--- config.mk ---
export PLATFORM = sky130hd
export DESIGN_NAME = apb_master_mc
export DESIGN_NICKNAME = d
export VERILOG_FILES = /design/src/rtl/apb_master_mc.sv
export SDC_FILE = /design/constraint.sdc
export NUM_CORES = 1
export LEC_CHECK = 0
export ABC_AREA = 1
export BUFFER_PORTS_ARGS = -buffer_cell sky130_fd_sc_hd__buf_2
export CAP_MARGIN = 5
export CORE_MARGIN = 2
export CORE_UTILIZATION = 35
export CTS_CLUSTER_DIAMETER = 80
export CTS_CLUSTER_SIZE = 14
export DETAILED_ROUTE_END_ITERATION = 12
export GPL_TIMING_DRIVEN = 0
export PLACE_DENSITY = 0.74
export SYNTH_ARGS = -nofsm -noshare
export SYNTH_HDL_FRONTEND = slang
export SYNTH_SLANG_ARGS = --single-unit
--- constraint.sdc ---
create_clock -name PCLK -period 1.9 [get_ports PCLK]
set_input_delay 0.38 -clock PCLK [delete_from_list [all_inputs] [get_ports PCLK]]
set_output_delay 0.38 -clock PCLK [all_outputs]
set_load 0.03 [all_outputs]
--- src/rtl/apb_master_mc.sv ---
// APB3 master: valid/ready command port to NUM_SLAVES slaves, one response per command.
// Optional APB4 write strobes when APB_PSTRB_EN is defined. Zero-wait latency accept->rsp_valid 3 cycles.
module apb_master_mc #(
    parameter int ADDR_W     = 32,
    parameter int DATA_W     = 32,
    parameter int NUM_SLAVES = 4,
    parameter int SEL_LSB    = 12,
    parameter int SEL_W      = 2,
    parameter int TIMEOUT    = 16
) (
    input  logic                         PCLK,
    input  logic                         PRESET,
    input  logic                         cmd_valid,
    output logic                         cmd_ready,
    input  logic                         cmd_write,
    input  logic [ADDR_W-1:0]            cmd_addr,
    input  logic [DATA_W-1:0]            cmd_wdata,
`ifdef APB_PSTRB_EN
    input  logic [DATA_W/8-1:0]          cmd_strb,
    output logic [DATA_W/8-1:0]          PSTRB,
`endif
    output logic                         rsp_valid,
    output logic [DATA_W-1:0]            rsp_rdata,
    output logic                         rsp_err,
    output logic                         rsp_timeout,
    output logic [NUM_SLAVES-1:0]        PSEL,
    output logic                         PENABLE,
    output logic                         PWRITE,
    output logic [ADDR_W-1:0]            PADDR,
    output logic [DATA_W-1:0]            PWDATA,
    input  logic [NUM_SLAVES*DATA_W-1:0] PRDATA,
    input  logic [NUM_SLAVES-1:0]        PREADY,
    input  logic [NUM_SLAVES-1:0]        PSLVERR
);

    localparam int CNT_W = $clog2(TIMEOUT);

    typedef enum logic [1:0] {IDLE, SETUP, ACCESS, RESP} state_t;

    state_t                  state_q, state_d;
    logic [NUM_SLAVES-1:0]   psel_q, psel_d;
    logic                    penable_q, penable_d;
    logic                    pwrite_q, pwrite_d;
    logic [ADDR_W-1:0]       paddr_q, paddr_d;
    logic [DATA_W-1:0]       pwdata_q, pwdata_d;
    logic [CNT_W-1:0]        wait_cnt_q, wait_cnt_d;
    logic                    rsp_valid_q, rsp_valid_d;
    logic [DATA_W-1:0]       rsp_rdata_q, rsp_rdata_d;
    logic                    rsp_err_q, rsp_err_d;
    logic                    rsp_timeout_q, rsp_timeout_d;
`ifdef APB_PSTRB_EN
    logic [DATA_W/8-1:0]     pstrb_q, pstrb_d;
`endif

    logic [SEL_W-1:0]        sel_idx;
    logic                    sel_ready;
    logic                    sel_err;
    logic [DATA_W-1:0]       sel_rdata;

    // psel_q is one-hot, so masking with it picks the addressed slave's response
    always_comb begin
        sel_idx   = cmd_addr[SEL_LSB +: SEL_W];
        sel_ready = |(PREADY & psel_q);
        sel_err   = |(PSLVERR & psel_q);
        sel_rdata = '0;
        for (int k = 0; k < NUM_SLAVES; k++) begin
            if (psel_q[k]) begin
                sel_rdata = sel_rdata | PRDATA[k*DATA_W +: DATA_W];
            end
        end
    end

    always_comb begin
        state_d       = state_q;
        psel_d        = psel_q;
        penable_d     = penable_q;
        pwrite_d      = pwrite_q;
        paddr_d       = paddr_q;
        pwdata_d      = pwdata_q;
        wait_cnt_d    = wait_cnt_q;
        rsp_valid_d   = 1'b0;
        rsp_rdata_d   = rsp_rdata_q;
        rsp_err_d     = rsp_err_q;
        rsp_timeout_d = rsp_timeout_q;
`ifdef APB_PSTRB_EN
        pstrb_d       = pstrb_q;
`endif
        unique case (state_q)
            IDLE: begin
                if (cmd_valid) begin
                    paddr_d  = cmd_addr;
                    pwdata_d = cmd_wdata;
                    pwrite_d = cmd_write;
`ifdef APB_PSTRB_EN
                    pstrb_d  = cmd_write ? cmd_strb : '0;
`endif
                    if (32'(sel_idx) < 32'(NUM_SLAVES)) begin
                        psel_d  = NUM_SLAVES'(1) << sel_idx;
                        state_d = SETUP;
                    end else begin
                        state_d       = RESP;
                        rsp_valid_d   = 1'b1;
                        rsp_rdata_d   = '0;
                        rsp_err_d     = 1'b1;
                        rsp_timeout_d = 1'b0;
                    end
                end
            end
            SETUP: begin
                penable_d  = 1'b1;
                wait_cnt_d = '0;
                state_d    = ACCESS;
            end
            ACCESS: begin
                if (sel_ready) begin
                    state_d       = RESP;
                    psel_d        = '0;
                    penable_d     = 1'b0;
                    rsp_valid_d   = 1'b1;
                    rsp_err_d     = sel_err;
                    rsp_timeout_d = 1'b0;
                    rsp_rdata_d   = (pwrite_q || sel_err) ? '0 : sel_rdata;
                end else if (wait_cnt_q == CNT_W'(TIMEOUT - 1)) begin
                    state_d       = RESP;
                    psel_d        = '0;
                    penable_d     = 1'b0;
                    rsp_valid_d   = 1'b1;
                    rsp_err_d     = 1'b1;
                    rsp_timeout_d = 1'b1;
                    rsp_rdata_d   = '0;
                end else begin
                    wait_cnt_d = wait_cnt_q + 1'b1;
                end
            end
            RESP: begin
                state_d = IDLE;
            end
            default: begin
                state_d = IDLE;
            end
        endcase
    end

    always_ff @(posedge PCLK) begin
        if (PRESET) begin
            state_q       <= IDLE;
            psel_q        <= '0;
            penable_q     <= 1'b0;
            pwrite_q      <= 1'b0;
            paddr_q       <= '0;
            pwdata_q      <= '0;
            wait_cnt_q    <= '0;
            rsp_valid_q   <= 1'b0;
            rsp_rdata_q   <= '0;
            rsp_err_q     <= 1'b0;
            rsp_timeout_q <= 1'b0;
`ifdef APB_PSTRB_EN
            pstrb_q       <= '0;
`endif
        end else begin
            state_q       <= state_d;
            psel_q        <= psel_d;
            penable_q     <= penable_d;
            pwrite_q      <= pwrite_d;
            paddr_q       <= paddr_d;
            pwdata_q      <= pwdata_d;
            wait_cnt_q    <= wait_cnt_d;
            rsp_valid_q   <= rsp_valid_d;
            rsp_rdata_q   <= rsp_rdata_d;
            rsp_err_q     <= rsp_err_d;
            rsp_timeout_q <= rsp_timeout_d;
`ifdef APB_PSTRB_EN
            pstrb_q       <= pstrb_d;
`endif
        end
    end

    assign cmd_ready   = (state_q == IDLE) && !PRESET;
    assign PSEL        = psel_q;
    assign PENABLE     = penable_q;
    assign PWRITE      = pwrite_q;
    assign PADDR       = paddr_q;
    assign PWDATA      = pwdata_q;
    assign rsp_valid   = rsp_valid_q;
    assign rsp_rdata   = rsp_rdata_q;
    assign rsp_err     = rsp_err_q;
    assign rsp_timeout = rsp_timeout_q;
`ifdef APB_PSTRB_EN
    assign PSTRB       = pstrb_q;
`endif

endmodule

==> results of run 1 <==
[placed cells by master (no fill, tap or decap), drive strengths merged]
master,n
buf,337
nand2,167
nor2,140
dfxtp,111
o21ai,99
nand3,73
nand4,36
clkbuf,36
inv,22
a21oi,9
nor3,5
ha,4
bufinv,3
clkinv,3
diode,1
clkinvlp,1
or2,1
o221ai,1
[tightest hold or removal path: stages]
cell and delay, ns:
sky130_fd_sc_hd__buf_2 0.07, sky130_fd_sc_hd__o21ai_0 0.07, sky130_fd_sc_hd__nor2_1 0.08
[sequential cells by signal, indices dropped and copies added (netlist names)]
signal / count
PADDR: 32
PENABLE: 1
PSEL: 4
PWDATA: 32
PWRITE: 1
rsp_err: 1
rsp_rdata: 32
rsp_timeout: 1
rsp_valid: 1
state_q: 2
wait_cnt_q: 4
[per-stage QoR]
| stage | utilization | total power, mW |
|---|---|---|
| final | 0.498 | 11.0 |
| after global routing | 0.498 | 11.8 |
| after CTS | 0.498 | 11.1 |
| after detailed placement | 0.475 | 8.80 |
| after global placement | 0.475 | 8.76 |
| after floorplan | - | 7.10 |
[Yosys cell counts]
cell type / instances
sky130_fd_sc_hd__nand2_1: 157
sky130_fd_sc_hd__nor2_1: 138
sky130_fd_sc_hd__dfxtp_1: 111
sky130_fd_sc_hd__o21ai_0: 68
sky130_fd_sc_hd__nand3_1: 40
sky130_fd_sc_hd__nand4_1: 36
sky130_fd_sc_hd__nand3_2: 32
sky130_fd_sc_hd__o21ai_2: 30
sky130_fd_sc_hd__clkbuf_1: 26
sky130_fd_sc_hd__inv_1: 20
sky130_fd_sc_hd__buf_2: 10
sky130_fd_sc_hd__buf_6: 10
sky130_fd_sc_hd__a21oi_1: 9
sky130_fd_sc_hd__buf_4: 6
sky130_fd_sc_hd__nand2_2: 6
sky130_fd_sc_hd__nor3_1: 5
sky130_fd_sc_hd__ha_1: 4
sky130_fd_sc_hd__buf_12: 3
sky130_fd_sc_hd__nand2_4: 3
sky130_fd_sc_hd__clkinv_1: 2
sky130_fd_sc_hd__clkbuf_2: 1
sky130_fd_sc_hd__nand2_8: 1
sky130_fd_sc_hd__nand3_4: 1
sky130_fd_sc_hd__nor2_4: 1
sky130_fd_sc_hd__nor2_8: 1
sky130_fd_sc_hd__o21ai_1: 1
sky130_fd_sc_hd__o221ai_1: 1
sky130_fd_sc_hd__or2_2: 1
[where the power goes]
part | internal, mW | total (mW) | switching (mW)
clock | 1.31 | 2.25 | 0.940
sequential | 2.82 | 3.05 | 0.236
combinational | 1.78 | 5.69 | 3.91
total | 5.91 | 11.0 | 5.09
[how the worst max path moves through the flow]
stage / from / to / slack, ns
floorplan: PSEL[1] / rsp_rdata[10] / 0.46
global placement: PRESET / PWDATA[14] / 0.15
detailed placement: PRESET / PWDATA[14] / 0.17
CTS: state_q[0] / PSEL[3] / 0.17
global route: state_q[1] / PADDR[19] / 0.07
finish: state_q[0] / cmd_ready / 0.21
[kinds of logic (layout without fill, tap and decap cells)]
family / after synthesis / count (layout) / share of synthesized area
fa+ha+maj: 4 / 4 / 0.00925
other cells: 0 / 1 / 0
compound gates: 109 / 109 / 0.122
simple gates: 422 / 422 / 0.374
buf+inv: 78 / 402 / 0.0837
flops: 111 / 111 / 0.411
[cell type report]
| type | count | share of cell area |
|---|---|---|
| plain buffers | 56 | 0.0491 |
| repair buffers | 308 | 0.204 |
| flip-flops and latches | 111 | 0.294 |
| clock buffers | 9 | 0.0298 |
| inverters | 22 | 0.0114 |
| well taps | 188 | 0.0312 |
| multi-input cells | 535 | 0.363 |
| diodes | 1 | 0.000332 |
| clock inverters | 7 | 0.0169 |
[repair_timing]
action	CTS	global route
endpoints found under the setup margin	0	1
gates resized for setup	0	1
endpoints found under the hold margin	0	0
[layer usage]
| layer | up-vias | global-route usage | wire [microns] |
|---|---|---|---|
| met5 | - | 0 | 7 |
| li1 | 3016 | - | - |
| met4 | 2 | 0.0627 | 287 |
| met3 | 27 | 0.0844 | 1810 |
| met2 | 245 | 0.402 | 9500 |
| met1 | 2690 | 0.228 | 7140 |
==> results.py, run 1 <==
metrics = {
    "global_route": {
        "globalRouteTotalUtil": 0.218,
        "grt_remaining_overflow": 0,
        "initial_antenna_violation_count": 1,
        "grt_first_pass_wirelength_microns": 28000,
        "via_count_of_the_first_global_routing_pass": 5597,
        "grt_start_max_net_pins": 20,
    },
    "critical_path": {
        "startpoint_type": "flop",
        "critical_path_required_ns": 1.52,
        "path_depth": 5,
        "r2r.worst_path.cells": 9,
        "path_cells": "inv_1 > ha_1 > inv_1 > nor2_1 > buf_2",
        "highest_cell_delay_on_the_worst_timing_path_ns": 0.30,
        "timing.critical_path.slowest_stage_cell": "sky130_fd_sc_hd__dfxtp_1",
        "arrival_ns": 1.31,
        "timing.critical_path.buf_inv": 3,
        "setup.worst_path.class": "flop to output pin",
        "critical_path.top_delay_family": "buffers and inverters",
        "rrSetupSlack_ns": 0.24,
        "timing.critical_path.fanout_max": 4,
        "r2r-start": "state_q[1]",
        "setup.worst_path.end_class": "output pin",
        "rr_endpoint": "PADDR[23]",
        "cp_common_cell": "sky130_fd_sc_hd__inv_1",
    },
    "routing": {
        "vias_per_cell": 4.83,
        "wl_per_cell_microns": 15.2,
        "routed_wl_microns": 18700,
        "remaining_drc_errors": 0,
        "firstDrtPassIters": 4,
        "drt_iter0_drc": 207,
        "final_antenna_net_count": 0,
        "vias": 5980,
    },
    "sta": {
        "clock_skews_ns": 0.00828,
        "setup-violations-final": 0,
        "max-slew-margin-rel": 0.534,
        "whs_ns": 0.271,
        "finalCriticalPeriod_ns": 1.69,
        "timing_hold_violations_final": 0,
        "unrepaired_setup_endpoints_after_global_routing": "no",
        "clock.fmax_mhz": 592,
        "timing.final.max_slew_violations": 0,
        "timing.final.crit_share": 0.888,
        "timing.setup.tns_ns": 0,
        "fin_ws_ns": 0.212,
        "tightest_slew_ns": 0.698,
    },
    "final_layout": {
        "drive_gt1_frac": 0.411,
        "fill_cells": 1537,
        "final_design_area_no_fill_sq_mm": 0.00755,
        "multiInputGateArea_sq_mm": 0.00274,
        "layout-area-overhead-vs-synth_pct": 39.5,
        "final_net_count": 1251,
        "final_cell_count_no_fill": 1237,
        "final-seq-area_sq_mm": 0.00222,
    },
    "pwr": {
        "leakage_nw": 3.63,
        "power.density_mw_per_mm2": 1460,
        "max-vdd-ir-drop_v": 0.000714,
    },
    "placement": {
        "gp_routability_congestion": 0.794,
        "count_of_buffers_from_port_buffering": 308,
        "place_inst": 1220,
        "detailed_place_hpwl_microns": 14500,
        "place_worst_setup_slack_ns": 0.169,
        "dpl-instance-area_sq_mm": 0.00719,
    },
    "yosys": {
        "top_area_cells_in_the_synthesized_netlist": "sky130_fd_sc_hd__dfxtp_1, sky130_fd_sc_hd__nand2_1, sky130_fd_sc_hd__nor2_1",
        "synth.avg_cell_area_sq_um": 7.47,
        "synth_top_area_cell": "sky130_fd_sc_hd__dfxtp_1",
        "netlist_area_sq_mm": 0.00541,
        "post_synth_num_cell_types": 28,
        "synth_warnings": 0,
        "synth_seq_area_share": 0.411,
        "syn_nets": 932,
        "postSynthCellCount": 724,
        "ys_seq_elements": 111,
        "synth.top_cell.area_share": 0.411,
    },
    "cts": {
        "clock_insertion_delay_worst_skew_ns": 0.36,
        "clock-sinks": 111,
        "clk_pin_slew_ns": 0.08,
        "postCtsSetupRepairBufs": 0,
        "clk_path_buf_depth": 2,
        "tritoncts": "yes",
        "htree_levels": 3,
        "numCtsBuffers": 9,
        "cts-root-buf": "sky130_fd_sc_hd__clkbuf_16",
        "cts_hold_buffers": 0,
    },
    "run": {
        "drv_cap": 0,
    },
    "status": {
        "outcome": "finished, final reports clean",
    },
    "die": {
        "vertical_die_dimension_microns": 128,
        "ioPinCount": 310,
        "core_area_sq_mm": 0.0151,
        "die_w_microns": 128,
        "start_util": 0.357,
        "die-area_sq_mm": 0.0165,
        "row_count": 45,
    },
    "worst_hold_path": {
        "timing.hold.worst_endpoint": "PADDR[14]",
        "holdCritPathClass": "primary input to flop",
        "holdPathStages": 3,
        "worstHoldStart": "cmd_addr[14]",
    },
}
Power figures use the tool's default switching activity.
==> run 2: changes to the inputs <==
Settings changed: CELL_PAD_IN_SITES_DETAIL_PLACEMENT set to 2, CELL_PAD_IN_SITES_GLOBAL_PLACEMENT set to 2, CORE_UTILIZATION 35 to 22, PLACE_DENSITY 0.74 to 0.87.
==> results.py, run 2 (synthesis results as in run 1) <==
metrics = {
    "cts": {
        "clock_insertion_delay_worst_skew_ns": 0.36,
        "numCtsBuffers": 9,
        "postCtsSetupRepairBufs": 0,
        "tritoncts": "yes",
        "clock-sinks": 111,
        "cts-root-buf": "sky130_fd_sc_hd__clkbuf_16",
        "htree_levels": 3,
        "cts_hold_buffers": 0,
        "cts-resized-gates": 0,
        "clk_path_buf_depth": 2,
        "clk_pin_slew_ns": 0.08,
    },
    "pwr": {
        "max-vdd-ir-drop_v": 0.000399,
        "leakage_nw": 3.60,
        "power.density_mw_per_mm2": 1440,
    },
    "worst_hold_path": {
        "holdCritPathClass": "primary input to flop",
    },
    "critical_path": {
        "setup.worst_path.class": "flop to output pin",
        "highest_cell_delay_on_the_worst_timing_path_ns": 0.32,
        "timing.critical_path.slowest_stage_cell": "sky130_fd_sc_hd__dfxtp_1",
        "arrival_ns": 1.40,
        "path_cells": "inv_1 > ha_1 > inv_1 > nor2_1 > buf_2",
        "setup.worst_path.end_class": "output pin",
        "timing.critical_path.fanout_max": 3,
        "startpoint_type": "flop",
        "critical_path_required_ns": 1.52,
        "cp_common_cell": "sky130_fd_sc_hd__inv_1",
    },
    "sta": {
        "whs_ns": 0.269,
        "max-slew-margin-rel": 0.487,
        "setup-violations-final": 0,
        "clock_skews_ns": 0.00967,
        "timing.final.max_slew_violations": 0,
        "timing.final.crit_share": 0.939,
        "clock.fmax_mhz": 561,
        "timing_hold_violations_final": 0,
        "timing.setup.tns_ns": 0,
        "unrepaired_setup_endpoints_after_global_routing": "no",
        "finalCriticalPeriod_ns": 1.78,
        "tightest_slew_ns": 0.770,
    },
    "run": {
        "drv_cap": 0,
    },
    "global_route": {
        "via_count_of_the_first_global_routing_pass": 6747,
        "globalRouteTotalUtil": 0.187,
        "initial_antenna_violation_count": 2,
        "grt_remaining_overflow": 0,
        "grt_first_pass_wirelength_microns": 37800,
        "grt_start_max_net_pins": 20,
    },
    "die": {
        "row_count": 57,
        "vertical_die_dimension_microns": 161,
        "die-area_sq_mm": 0.0259,
        "die_w_microns": 161,
        "start_util": 0.223,
        "ioPinCount": 310,
        "core_area_sq_mm": 0.0242,
    },
    "routing": {
        "wl_per_cell_microns": 17.9,
        "routed_wl_microns": 24600,
        "firstDrtPassIters": 4,
        "remaining_drc_errors": 0,
        "vias": 6191,
        "vias_per_cell": 4.51,
        "drt_iter0_drc": 224,
        "final_antenna_net_count": 0,
    },
    "placement": {
        "detailed_place_hpwl_microns": 19800,
        "count_of_buffers_from_port_buffering": 308,
        "dpl-instance-area_sq_mm": 0.00736,
        "gp_routability_congestion": 0.875,
    },
    "final_layout": {
        "layout-area-overhead-vs-synth_pct": 41.6,
        "final_util": 0.316,
        "final_net_count": 1251,
        "most_common_library_cell_in_the_layout_ignoring_fill_and_taps": "sky130_fd_sc_hd__buf_2",
        "final_design_area_no_fill_sq_mm": 0.00766,
        "highest_count_cells_in_the_layout_ignoring_fill_and_taps": "sky130_fd_sc_hd__buf_2, sky130_fd_sc_hd__nand2_1, sky130_fd_sc_hd__nor2_1",
        "drive_gt1_frac": 0.409,
    },
    "status": {
        "outcome": "finished, final reports clean",
    },
}
-- run 2: final timing paths --
check                                    from  cells after the start       endpoint  slack (ns)
worst max-delay path               state_q[1]                      5      cmd_ready        0.12
worst min-delay path            cmd_wdata[19]                      3     PWDATA[19]        0.27
worst max register to register        PSEL[3]                      6  rsp_rdata[29]        0.12
worst min register to register  rsp_rdata[10]                      2  rsp_rdata[10]        0.47
-- run 2: power by group --
group | internal (mW) | switching (mW)
clock network | 1.05 | 0.980
registers | 2.82 | 0.241
logic | 1.78 | 4.19
-- run 2: final cells by class --
| cell class | instances | area (sq um) |
|---|---|---|
| clock buffers | 10 | 229 |
| inverters | 22 | 82.6 |
| clock inverters | 6 | 75.1 |
| well taps | 324 | 405 |
| repair buffers | 308 | 1540 |
| fillers | 2963 | 16600 |
| diodes | 1 | 2.50 |
| flip-flops and latches | 111 | 2220 |
| multi-input cells | 535 | 2740 |
| plain buffers | 56 | 370 |
-- run 2: layer usage --
layer | track usage | part of all wire | wire length [microns] | vias to the layer above
met2 | 0.339 | 0.51 | 12600 | 151
li1 | - | - | - | 3015
met5 | 0 | 0.00045 | 11 | -
met1 | 0.220 | 0.41 | 10100 | 2975
met3 | 0.0359 | 0.042 | 1040 | 48
met4 | 0.0678 | 0.033 | 815 | 2
-- run 2: per-stage QoR --
step / cells / total power [mW] / setup slack [ns]
final: 1373 / 11.1 / 0.116
after global routing: 1372 / 11.9 / 0.00734
after CTS: 1372 / 11.2 / 0.0852
after detailed placement: 1356 / 9.15 / 0.0433
after global placement: 1356 / 8.95 / 0.103
after floorplan: 724 / 7.10 / 0.461
-- run 2: critical path, delay by kind of cell, from the launching register on --
family | cells | cell delay [ns]
buffers and inverters | 3 | 0.40
DFF | 1 | 0.32
adders and majority gates | 1 | 0.19
and+or+nand+nor | 1 | 0.14
==> run 3: changes to the inputs <==
Settings changed: CORE_UTILIZATION 22 to 24, PLACE_DENSITY 0.87 to 0.93.
Clock period 1.9 ns to 2.2 ns, I/O delays scaled along.
==> results.py, run 3 (synthesis results as in run 1) <==
metrics = {
    "status": {
        "outcome": "finished, final reports clean",
    },
    "die": {
        "vertical_die_dimension_microns": 154,
        "die-area_sq_mm": 0.0238,
        "die_w_microns": 154,
        "row_count": 54,
        "start_util": 0.246,
        "core_area_sq_mm": 0.0220,
        "ioPinCount": 310,
    },
    "routing": {
        "firstDrtPassIters": 4,
        "routed_wl_microns": 24900,
        "remaining_drc_errors": 0,
        "vias": 6291,
        "final_antenna_net_count": 0,
        "wl_per_cell_microns": 18.7,
        "drt_iter0_drc": 254,
        "vias_per_cell": 4.72,
    },
    "final_layout": {
        "highest_count_cells_in_the_layout_ignoring_fill_and_taps": "sky130_fd_sc_hd__buf_2, sky130_fd_sc_hd__nand2_1, sky130_fd_sc_hd__nor2_1",
        "most_common_library_cell_in_the_layout_ignoring_fill_and_taps": "sky130_fd_sc_hd__buf_2",
        "layout-area-overhead-vs-synth_pct": 40.8,
        "drive_gt1_frac": 0.409,
        "final_util": 0.347,
        "final_net_count": 1251,
        "final_cell_count_no_fill": 1332,
    },
    "pwr": {
        "share_clk_of_total_power": 0.180,
        "leakage_nw": 3.60,
        "post-layout-total-power_mw": 9.55,
        "internal-power_mw": 4.90,
        "switching_share": 0.487,
        "power.switching_mw": 4.65,
        "max-vdd-ir-drop_v": 0.000360,
        "power.density_mw_per_mm2": 1250,
        "power.share.sequential": 0.278,
        "p_comb_frac": 0.542,
    },
    "sta": {
        "setup-violations-final": 0,
        "clock.fmax_mhz": 568,
        "timing_hold_violations_final": 0,
        "timing.final.max_slew_violations": 0,
        "timing.setup.tns_ns": 0,
        "tightest_slew_ns": 0.702,
        "max-slew-margin-rel": 0.532,
        "timing.final.crit_share": 0.800,
        "fin_ws_ns": 0.441,
        "unrepaired_setup_endpoints_after_global_routing": "no",
        "clock_skews_ns": 0.00763,
        "finalCriticalPeriod_ns": 1.76,
    },
    "worst_hold_path": {
        "holdCritPathClass": "primary input to flop",
    },
    "run": {
        "drv_cap": 0,
    },
    "global_route": {
        "globalRouteTotalUtil": 0.208,
        "grt_first_pass_wirelength_microns": 38600,
        "grt_remaining_overflow": 0,
        "via_count_of_the_first_global_routing_pass": 6963,
        "initial_antenna_violation_count": 5,
        "grt_start_max_net_pins": 19,
    },
    "critical_path": {
        "critical_path_required_ns": 1.76,
        "startpoint_type": "flop",
        "timing.critical_path.fanout_max": 4,
        "setup.worst_path.end_class": "output pin",
        "arrival_ns": 1.32,
        "setup.worst_path.class": "flop to output pin",
    },
    "placement": {
        "place_worst_setup_slack_ns": 0.287,
        "gp_routability_congestion": 0.894,
        "detailed_place_hpwl_microns": 20500,
        "count_of_buffers_from_port_buffering": 308,
        "place_inst": 1312,
    },
    "cts": {
        "htree_levels": 3,
        "numCtsBuffers": 9,
        "cts_hold_buffers": 0,
        "clock-sinks": 111,
        "cts-resized-gates": 0,
        "tritoncts": "yes",
        "clock_insertion_delay_worst_skew_ns": 0.35,
        "clk_pin_slew_ns": 0.08,
        "postCtsSetupRepairBufs": 0,
        "clk_path_buf_depth": 2,
        "cts-root-buf": "sky130_fd_sc_hd__clkbuf_16",
    },
}
-- run 3: stage by stage --
step | hold WS, ns | cell area [sq um]
floorplan | 0.470 | 5410
global placement | 0.447 | 7300
detailed placement | 0.457 | 7300
CTS | 0.329 | 7610
global route | 0.350 | 7610
finish | 0.341 | 7620
-- run 3: worst max-delay path: stages, from the launching register on --
cell and delay [ns]:
sky130_fd_sc_hd__dfxtp_1 0.30, sky130_fd_sc_hd__inv_1 0.12, sky130_fd_sc_hd__ha_1 0.18, sky130_fd_sc_hd__inv_1 0.09
sky130_fd_sc_hd__nor2_1 0.09, sky130_fd_sc_hd__buf_2 0.20
-- run 3: final timing paths --
path                       from           end  slack (ns)  depth (start not counted)
hold reg to reg    rsp_rdata[8]  rsp_rdata[8]        0.47                          2
hold / removal    cmd_wdata[23]    PWDATA[23]        0.34                          3
setup / recovery     state_q[0]     cmd_ready        0.44                          5
setup reg to reg     state_q[0]       PSEL[2]        0.45                          8
-- run 3: power groups by stage --
stage	Clock, mW	Sequential (mW)	Combinational, mW
after floorplan	0	3.46	2.67
after global placement	0	2.67	5.01
after detailed placement	0	2.71	5.22
after CTS	1.79	2.66	5.25
after global routing	1.86	2.71	5.72
final	1.72	2.66	5.17
-- run 3: layout make-up --
type                            count  area, sq um
Buffer                             56          370
Fill cell                        2646        14300
Tap cell                          280          350
Antenna cell                        4         10.0
Timing Repair Buffer              308         1540
Sequential cell                   111         2220
Clock inverter                      5         63.8
Inverter                           22         82.6
Clock buffer                       11          243
Multi-Input combinational cell    535         2740
-- run 3: metal layers --
| layer | part of all wire | up-vias | track usage |
|---|---|---|---|
| met1 | 0.39 | 3052 | 0.231 |
| li1 | - | 3028 | - |
| met4 | 0.031 | 0 | 0.0743 |
| met5 | 0 | - | 0 |
| met3 | 0.050 | 51 | 0.0448 |
| met2 | 0.53 | 160 | 0.391 |
